`src/rtl/led_mode_sequencer.sv`:
```
// LED mode sequencer.
// Picks the display mode and colour for the pattern generator. In manual
// mode it follows mode_sel_in/colour_sel_in. In automatic mode it cycles
// through the modes SOLID, SCAN_H, SCAN_V and PULSE. Each mode dwells for a
// fixed time. Every mode change waits for a frame boundary, and the display
// is blanked briefly before the new mode is applied.
module led_mode_sequencer #(
  parameter int SYS_CLK_FREQ = 100_000_000,
  parameter int SIMULATION   = 0,
  parameter int BLANK_CYCLES = 16
) (
  input  logic       clk_in,
  input  logic       reset_in,
  input  logic       auto_en_in,
  input  logic       next_in,
  input  logic [3:0] mode_sel_in,
  input  logic [2:0] colour_sel_in,
  input  logic       frame_done_in,
  output logic [3:0] mode_out,
  output logic [2:0] colour_out,
  output logic       blank_out,
  output logic       step_out
);

  // Dwell length per mode: 2 s on hardware, 1000 clocks in simulation.
  localparam logic [31:0] DWELL_CYCLES =
    (SIMULATION != 0) ? 32'd1000 : 32'(2 * longint'(SYS_CLK_FREQ));
  localparam logic [31:0] DWELL_LAST = DWELL_CYCLES - 32'd1;
  localparam logic [7:0]  BLANK_LAST = 8'(BLANK_CYCLES - 1);

  localparam logic [3:0] MODE_OFF   = 4'd0;
  localparam logic [3:0] MODE_SOLID = 4'd1;
  localparam logic [3:0] MODE_PULSE = 4'd4;

  typedef enum logic [1:0] {
    S_IDLE,
    S_DWELL,
    S_WAIT_FRAME,
    S_BLANK
  } state_t;

  state_t      state_q, state_d;
  logic [3:0]  curMode_q, curMode_d;
  logic [3:0]  target_q, target_d;
  logic [3:0]  mode_q, mode_d;
  logic [2:0]  colour_q, colour_d;
  logic        blank_q, blank_d;
  logic        step_q, step_d;
  logic [31:0] dwellCnt_q, dwellCnt_d;
  logic [7:0]  blankCnt_q, blankCnt_d;

  // The automatic sequence is 1-2-3-4-1. Any mode outside it, such as OFF
  // or DEBUG_V, re-enters the sequence at SOLID.
  function automatic logic [3:0] nextMode(input logic [3:0] m);
    logic [3:0] n;
    case (m)
      4'd1:    n = 4'd2;
      4'd2:    n = 4'd3;
      4'd3:    n = 4'd4;
      default: n = MODE_SOLID;
    endcase
    return n;
  endfunction

  // The colour walks through 1..7 and skips 0, because black would make
  // the display look switched off.
  function automatic logic [2:0] nextColour(input logic [2:0] c);
    logic [2:0] n;
    if (c == 3'd7 || c == 3'd0) begin
      n = 3'd1;
    end else begin
      n = c + 3'd1;
    end
    return n;
  endfunction

  function automatic logic inSequence(input logic [3:0] m);
    return (m >= MODE_SOLID) && (m <= MODE_PULSE);
  endfunction

  // Next-state logic. Every output register is updated here, so all
  // outputs change on a clock edge and never glitch combinationally.
  always_comb begin
    state_d    = state_q;
    curMode_d  = curMode_q;
    target_d   = target_q;
    mode_d     = mode_q;
    colour_d   = colour_q;
    blank_d    = blank_q;
    step_d     = 1'b0;
    dwellCnt_d = dwellCnt_q;
    blankCnt_d = blankCnt_q;

    case (state_q)
      S_IDLE: begin
        if (!auto_en_in) begin
          colour_d = colour_sel_in;
          if (mode_sel_in != curMode_q) begin
            target_d   = mode_sel_in;
            mode_d     = MODE_OFF;
            blank_d    = 1'b1;
            blankCnt_d = 8'd0;
            state_d    = S_BLANK;
          end
        end else if (inSequence(curMode_q)) begin
          dwellCnt_d = 32'd0;
          state_d    = S_DWELL;
        end else begin
          target_d = MODE_SOLID;
          state_d  = S_WAIT_FRAME;
        end
      end

      S_DWELL: begin
        if (!auto_en_in) begin
          state_d = S_IDLE;
        end else if ((dwellCnt_q == DWELL_LAST) || next_in) begin
          target_d = nextMode(curMode_q);
          if (curMode_q == MODE_PULSE) begin
            colour_d = nextColour(colour_q);
          end
          state_d = S_WAIT_FRAME;
        end else if (dwellCnt_q != 32'hFFFF_FFFF) begin
          dwellCnt_d = dwellCnt_q + 32'd1;
        end
      end

      S_WAIT_FRAME: begin
        if (!auto_en_in) begin
          state_d = S_IDLE;
        end else if (frame_done_in) begin
          mode_d     = MODE_OFF;
          blank_d    = 1'b1;
          blankCnt_d = 8'd0;
          state_d    = S_BLANK;
        end
      end

      S_BLANK: begin
        if (blankCnt_q == BLANK_LAST) begin
          mode_d     = target_q;
          curMode_d  = target_q;
          blank_d    = 1'b0;
          step_d     = 1'b1;
          blankCnt_d = 8'd0;
          if (auto_en_in) begin
            dwellCnt_d = 32'd0;
            state_d    = S_DWELL;
          end else begin
            state_d = S_IDLE;
          end
        end else begin
          blankCnt_d = blankCnt_q + 8'd1;
        end
      end

      default: begin
        state_d = S_IDLE;
      end
    endcase
  end

  // State and output registers. Reset clears any pending target, so no
  // step can appear after a reset.
  always_ff @(posedge clk_in) begin
    if (reset_in) begin
      state_q    <= S_IDLE;
      curMode_q  <= MODE_OFF;
      target_q   <= MODE_OFF;
      mode_q     <= MODE_OFF;
      colour_q   <= 3'b001;
      blank_q    <= 1'b0;
      step_q     <= 1'b0;
      dwellCnt_q <= 32'd0;
      blankCnt_q <= 8'd0;
    end else begin
      state_q    <= state_d;
      curMode_q  <= curMode_d;
      target_q   <= target_d;
      mode_q     <= mode_d;
      colour_q   <= colour_d;
      blank_q    <= blank_d;
      step_q     <= step_d;
      dwellCnt_q <= dwellCnt_d;
      blankCnt_q <= blankCnt_d;
    end
  end

  assign mode_out   = mode_q;
  assign colour_out = colour_q;
  assign blank_out  = blank_q;
  assign step_out   = step_q;

endmodule

```
`config.mk`:
```
export PLATFORM = sky130hd
export DESIGN_NAME = led_mode_sequencer
export DESIGN_NICKNAME = d
export VERILOG_FILES = /design/src/rtl/led_mode_sequencer.sv
export SDC_FILE = /design/constraint.sdc
export NUM_CORES = 1
export LEC_CHECK = 0
export BUFFER_PORTS_ARGS = -buffer_cell sky130_fd_sc_hd__buf_4
export CORE_MARGIN = 3
export CORE_UTILIZATION = 25
export DETAILED_ROUTE_END_ITERATION = 8
export SLEW_MARGIN = 20
export SYNTH_ARGS = -nofsm -noshare
export SYNTH_HDL_FRONTEND = slang
export SYNTH_SLANG_ARGS = --single-unit
```
`constraint.sdc`:
```
create_clock -name clk_in -period 2.78 [get_ports clk_in]
set_clock_uncertainty 0.05 [all_clocks]
set_input_delay 0.139 -clock clk_in [delete_from_list [all_inputs] [get_ports clk_in]]
set_output_delay 0.139 -clock clk_in [all_outputs]
set_load 0.1 [all_outputs]
```
==> impl_results.md, run 1 <==
* Antenna cell count at 0
* Clock power share at 35.3%
* Post-CTS Setup Repair Bufs at 0
* Mapped Cells at 432
* Clock Sink Count at 59
* DR pass1 iterations at 5
* # rows at 42
* Hold_ws at 0.0574 ns
* Worst setup path startpoint: dwellCnt_q[0]$_SDFFE_PP0P_
* Via density at 5.47
* Crit Path Class: reg -> reg
* CP Data Arrival Time at 2.70 ns
* Max Fanout on Critical Path at 9
* Fin util at 30.9%
* Synth Area per Inst at 8.09 sq um
* Final Max Tran Viols at 0
* CP Capture Type: flip-flop
* Measured slew at the worst slew-check pin at 0.721 ns
* Layout cells sized above 1 at 13.2%
* Dpl hpwl at 6950 um
* Core area at 0.0135 sq mm
* Post-route ant nets at 0
* Top post-synthesis cells by area: dfxtp_1 (34%), a21oi_1 (4.2%), nor2_1 (4.0%)
* Die H at 124 um
* Max Freq at 390 MHz
* Combinational fraction of design power at 34.8%
* CTS Hold Bufs at 0
* Detail Route met2 WL at 4640 um
* Asr flop ratio synth at 0%
* Min-Delay Path Class: in -> reg
* Power Internal at 2.06 mW
* Input/output buffers at 20
* Final period util at 92.3%
* Met3 WL post-DR at 510 um
* Total CTS buffers at 9
* Top-count cell post-synth: dfxtp_1
* Synth cell types at 70
* Slowest cell on crit path: nor4_2
* Final nets at 472
* Final hold viol count at 0
* Clock Latency Late Sink at 0.33 ns
* Worst R2R Start: dwellCnt_q[0]$_SDFFE_PP0P_
* CTS tree: built
* Pwr/cell area at 794 mW/mm^2
* Top Layer Used: met4
* Syn nets at 454
* Post-CTS sizing at 0
* Initial DRC Count at 333
* Clock-pin slew on the worst setup and hold paths at 0.05 ns
* Synthesis warning total at 0
* H-tree depth at 3
* Switching power total at 1.23 mW
* Critical Path RT at 2.92 ns
* RSZ-0062 raised after global routing: no
* Dominant synthesized flop cell: dfxtp_1
* Final wirelength at 9870 um
* Initial core utilization at 26.0%
* Root Buffer Master: clkbuf_16
* CTS Buffer Depth at 2
* Commonest cells in the netlist: dfxtp_1 (59), nor2_1 (37), nand2_1 (36)
* Wire length of the first global-routing pass at 16,500 um
* CP bufs+invs at 0
* CP peak stage delay at 0.61 ns
* CP top delay family: simple AND/OR/NAND/NOR gates
* Post-synth top area share at 33.8%
* Worst path cell trace: ha_1, and3_2, nand4b_4, nor4_2, nor2_1, a31oi_1, a311oi_1
* Status: finished, final reports clean
* DR DRC count at 0
* Yosys reg bits at 59
* Maximum vdd drop at 0.408 mV
* Remaining global-route overflow at 0
* Cell taking the most area after synthesis: dfxtp_1
* Share of power burned in registers at 29.9%
* Area Growth Syn to Fin at 18.8%
* Num ports at 21
* Gpl congestion at 0.869
* Sw frac at 37.4%
* Hold Crit Start: mode_sel_in[3]
* Met1 wire length at 4560 um
* Vias in the first global route at 3,256
* Total track usage at 12.8%
* Largest net degree at the start of global routing at 46
* Synth Cell Area at 0.00349 sq mm
* Post-layout min period at 2.56 ns
* Die area at 0.0154 sq mm
* Die Width at 124 um
* Sequential element share of the synthesized area at 33.8%
* Max-slew headroom at 51.7%
* Drt wl/cell at 15.7 um
* Setup TNS at 0 ns
* Number of max-cap violations at 0
* Initial antenna violation count at 0
* Critical Path Source Type: flip-flop
* Final setup viols at 0
* Number of synthesized flops with an enable pin at 0
* Via count at 3,449
* P_leak at 1.45 nW
[tightest hold or removal path: cells and delay by family]
kind                   cells  cell delay (ns)
buffers and inverters      1             0.12
and+or+nand+nor            1             0.06
AOI/OAI and AO/OA          1             0.06
[power by group through the flow]
stage	Combinational [mW]	Clock (mW)	Sequential, mW
after floorplan	0.737	0	1.11
after global placement	1.11	0	0.996
after global routing	1.26	1.23	0.993
after detailed placement	1.13	0	0.999
after CTS	1.13	1.18	0.982
final	1.15	1.16	0.985
[routing by layer]
| metal | track usage [%] | vias to the layer above |
|---|---|---|
| li1 | - | 1686 |
| met1 | 16.8 | 1628 |
| met2 | 20.5 | 119 |
| met3 | 1.93 | 16 |
| met4 | 6.06 | 0 |
| met5 | 0 | - |
[state kept, by name (all words and copies together) (netlist names)]
register    count
blank_out       1
dwellCnt_q     32
state_q         2
colour_out      3
blankCnt_q      8
step_out        1
mode_out        4
target_q        4
curMode_q       4
[worst paths after layout]
check / to / slack, ns / depth (start not counted)
max: dwellCnt_q[16]$_SDFFE_PP0P_ / 0.22 / 7
min: target_q[3]$_SDFFE_PP0P_ / 0.06 / 3
max reg2reg: dwellCnt_q[16]$_SDFFE_PP0P_ / 0.22 / 7
min reg2reg: mode_out[2]$_SDFFE_PP0P_ / 0.45 / 1
[through the flow]
stage | worst slack, ns | instance area (sq um) | power [mW] | cells
global route | 0.0507 | 4150 | 3.48 | 630
finish | 0.215 | 4150 | 3.29 | 630
floorplan | 0.588 | 3490 | 1.85 | 432
detailed placement | 0.316 | 3840 | 2.13 | 615
CTS | 0.299 | 4150 | 3.30 | 630
global placement | 0.370 | 3840 | 2.11 | 615
[cell usage in the layout, fill, tap and decap left out, types with 7 or more instances in the layout]
cell	n
a21oi_1	29
buf_4	29
dfxtp_1	59
nand3_1	21
o21ai_1	24
nand4_1	18
xor2_1	9
o31ai_1	8
clkbuf_16	9
a31oi_1	12
nand2_1	36
nor4_1	7
inv_1	13
ha_1	10
and3_1	10
nor2_1	37
[final cells by class]
class,instances,area [sq um]
Clock buffer,14,284
Clock inverter,1,30.0
Fill cell,1477,9300
Inverter,14,52.6
Multi-Input combinational cell,337,2160
Sequential cell,59,1180
Tap cell,176,220
Timing Repair Buffer,29,218
[kinds of logic after synthesis]
| logic type | after synthesis | share of synthesized area (%) |
|---|---|---|
| xor gates and xnor gates | 11 | 2.76 |
| muxes | 4 | 1.22 |
| adders and majority gates | 10 | 3.58 |
| and+or+nand+nor | 182 | 29.5 |
| AOI/OAI and AO/OA | 130 | 24.7 |
| DFF | 59 | 33.8 |
| buffers and inverters | 36 | 4.44 |
Note: power is estimated with default switching activity, not from simulation.
==> run 2: changes to the inputs <==
--- a/config.mk
+++ b/config.mk
@@ -11,3 +11,2 @@
 export DETAILED_ROUTE_END_ITERATION = 8
-export SLEW_MARGIN = 20
 export SYNTH_ARGS = -nofsm -noshare
==> constraint.sdc (replaced) <==
create_clock -name clk_in -period 2.78 [get_ports clk_in]
set_clock_uncertainty 0.05 [all_clocks]
set_input_delay 0.556 -clock clk_in [delete_from_list [all_inputs] [get_ports clk_in]]
set_output_delay 0.556 -clock clk_in [all_outputs]
set_load 0.1 [all_outputs]
==> impl_results.md, run 2 (synthesis results as in run 1) <==
* Status: finished, final reports clean
* RSZ-0062 raised after global routing: no
* # rows at 42 (unchanged)
* Worst R2R Start: dwellCnt_q[1]$_SDFFE_PP0P_
* Biggest register: dwellCnt_q
* Final period util at 92.4% (+0.17 points)
* H-tree depth at 3 (unchanged)
* Remaining global-route overflow at 0 (unchanged)
* Final hold viol count at 0 (unchanged)
* Final WS setup at 0.211 ns (-0.00467 ns)
* Post-layout min period at 2.57 ns (+0.00467 ns)
* Via density at 5.47 (about the same)
* Initial core utilization at 26.0% (unchanged)
* Critical Path RT at 2.97 ns (+0.05 ns)
* Antenna cell count at 0 (unchanged)
* Num ports at 21 (unchanged)
* Total CTS buffers at 9 (unchanged)
* CTS Hold Bufs at 0 (unchanged)
* Setup TNS at 0 ns (unchanged)
* Initial DRC Count at 193 (-42%)
* Die Width at 124 um (unchanged)
* Measured slew at the worst slew-check pin at 0.685 ns (-0.0362 ns)
* CTS Buffer Depth at 2 (unchanged)
* Post-CTS Setup Repair Bufs at 0 (unchanged)
* Worst R2R Setup Slack at 0.21 ns (about the same)
* Top Registers: dwellCnt_q (32), blankCnt_q (8)
* Post-CTS sizing at 0 (unchanged)
* Gpl congestion at 0.894 (+2.8%)
* Final wirelength at 9740 um (-1.3%)
* Pwr/cell area at 839 mW/mm^2 (+5.7%)
* DR DRC count at 0 (unchanged)
* Min-Delay Path Class: reg -> reg
* Die area at 0.0154 sq mm (unchanged)
* Area Growth Syn to Fin at 21.2%
* Final Max Tran Viols at 0 (unchanged)
* Max Fanout on Critical Path at 14 (+5)
* CP Data Arrival Time at 2.76 ns (+0.06 ns)
* Clock-pin slew on the worst setup and hold paths at 0.06 ns (about the same)
* Hold Crit Start: mode_out[0]$_SDFFE_PP0P_
* Commonest non-fill, non-tap cell in the layout: dfxtp_1
* RR Endpoint: dwellCnt_q[27]$_SDFFE_PP0P_
* Hold depth at 1 (-2)
* CTS tree: built
* Via count at 3,471 (+0.64%)
* Crit Path Class: reg -> reg
* Final non-filler cell total at 634 (+0.63%)
* Final setup viols at 0 (unchanged)
* Vias in the first global route at 3,244 (-0.37%)
* Max-slew headroom at 54.0% (+2.3 points)
* Critical Path Source Type: flip-flop
* Overall Power at 3.55 mW (+7.9%)
* Dpl hpwl at 6890 um (-0.82%)
* Largest net degree at the start of global routing at 46 (unchanged)
* DR pass1 iterations at 4 (-1)
* Worst slack after detailed placement at 0.107 ns (-0.209 ns)
* Input/output buffers at 20 (unchanged)
* Root Buffer Master: clkbuf_16
* Post-route ant nets at 0 (unchanged)
* Final nets at 475 (+0.64%)
* WHS Endpoint: mode_out[0]$_SDFFE_PP0P_
* Number of max-cap violations at 0 (unchanged)
* Clock Sink Count at 59 (unchanged)
* Max reg flops at 32 (unchanged)
* Cell count after placement at 618 (+0.49%)
* Initial antenna violation count at 0 (unchanged)
* Wire length of the first global-routing pass at 16,200 um (-2.0%)
* Commonest cells after routing, fill and taps aside: dfxtp_1 (59), nor2_1 (37), nand2_1 (36)
* Clock Latency Late Sink at 0.34 ns (about the same)
* Layout cells sized above 1 at 14.0% (+0.76 points)
* R2R depth at 7 (unchanged)
* CP Capture Type: flip-flop
* Maximum vdd drop at 0.510 mV (+25%)
* Total track usage at 12.6% (-0.20 points)
* Die H at 124 um (unchanged)
* Core area at 0.0135 sq mm (unchanged)
* Max Freq at 389 MHz (-0.18%)
* P_leak at 1.49 nW (+3.1%)
* Drt wl/cell at 15.4 um (-1.9%)
## run 2: changes by cell type in the layout (fill, tap and decap cells not counted)
| cell | previous run | this run |
|---|---|---|
| bufinv_16 | 1 | 4 |
| clkbuf_8 | 4 | 2 |
| buf_4 | 29 | 32 |
## run 2: routing by layer
layer / track usage (%) / vias to the layer above / share of wire (%)
li1: - / 1694 / -
met1: 16.7 / 1661 / 46
met2: 19.6 / 100 / 47
met3: 1.72 / 16 / 4.8
met4: 7.16 / 0 / 2.6
met5: 0 / - / 0
## run 2: area by class of cell
cell class / count / area (sq um)
Timing Repair Buffer: 32 / 240
Inverter: 14 / 52.6
Clock buffer: 12 / 256
Sequential cell: 59 / 1180
Multi-Input combinational cell: 337 / 2160
Fill cell: 1431 / 9220
Clock inverter: 4 / 120
Tap cell: 176 / 220
## run 2: metrics by stage
stage	area [sq um]	hold WS, ns	utilization [%]
floorplan	3490	0.395	-
global placement	3860	0.419	28.7
detailed placement	3860	0.429	28.7
CTS	4240	0.443	31.5
global route	4240	0.449	31.5
finish	4240	0.442	31.5
## run 2: how the worst max path moves through the flow
stage | from | to | slack [ns] | depth (start not counted)
2_1_floorplan | dwellCnt_q[0]$_SDFFE_PP0P_ | dwellCnt_q[18]$_SDFFE_PP0P_ | 0.59 | 8
3_3_place_gp | auto_en_in | dwellCnt_q[16]$_SDFFE_PP0P_ | 0.11 | 7
3_5_place_dp | auto_en_in | dwellCnt_q[16]$_SDFFE_PP0P_ | 0.11 | 7
4_1_cts | dwellCnt_q[1]$_SDFFE_PP0P_ | dwellCnt_q[27]$_SDFFE_PP0P_ | 0.20 | 7
5_1_grt | dwellCnt_q[1]$_SDFFE_PP0P_ | dwellCnt_q[27]$_SDFFE_PP0P_ | 0.009 | 7
6_report | dwellCnt_q[1]$_SDFFE_PP0P_ | dwellCnt_q[27]$_SDFFE_PP0P_ | 0.21 | 7
## run 2: where the power goes
group	switching [mW]	total [mW]	internal (mW)
Clock	0.398	1.41	1.02
Sequential	0.0706	0.981	0.911
Combinational	0.785	1.16	0.374
## run 2: critical path: stages, from the launching register on
cell	delay, ns
dfxtp_1	0.41
ha_1	0.25
and3_2	0.28
nand4b_4	0.17
or4_4	0.62
a21oi_4	0.44
o21ai_1	0.17
o31ai_1	0.09
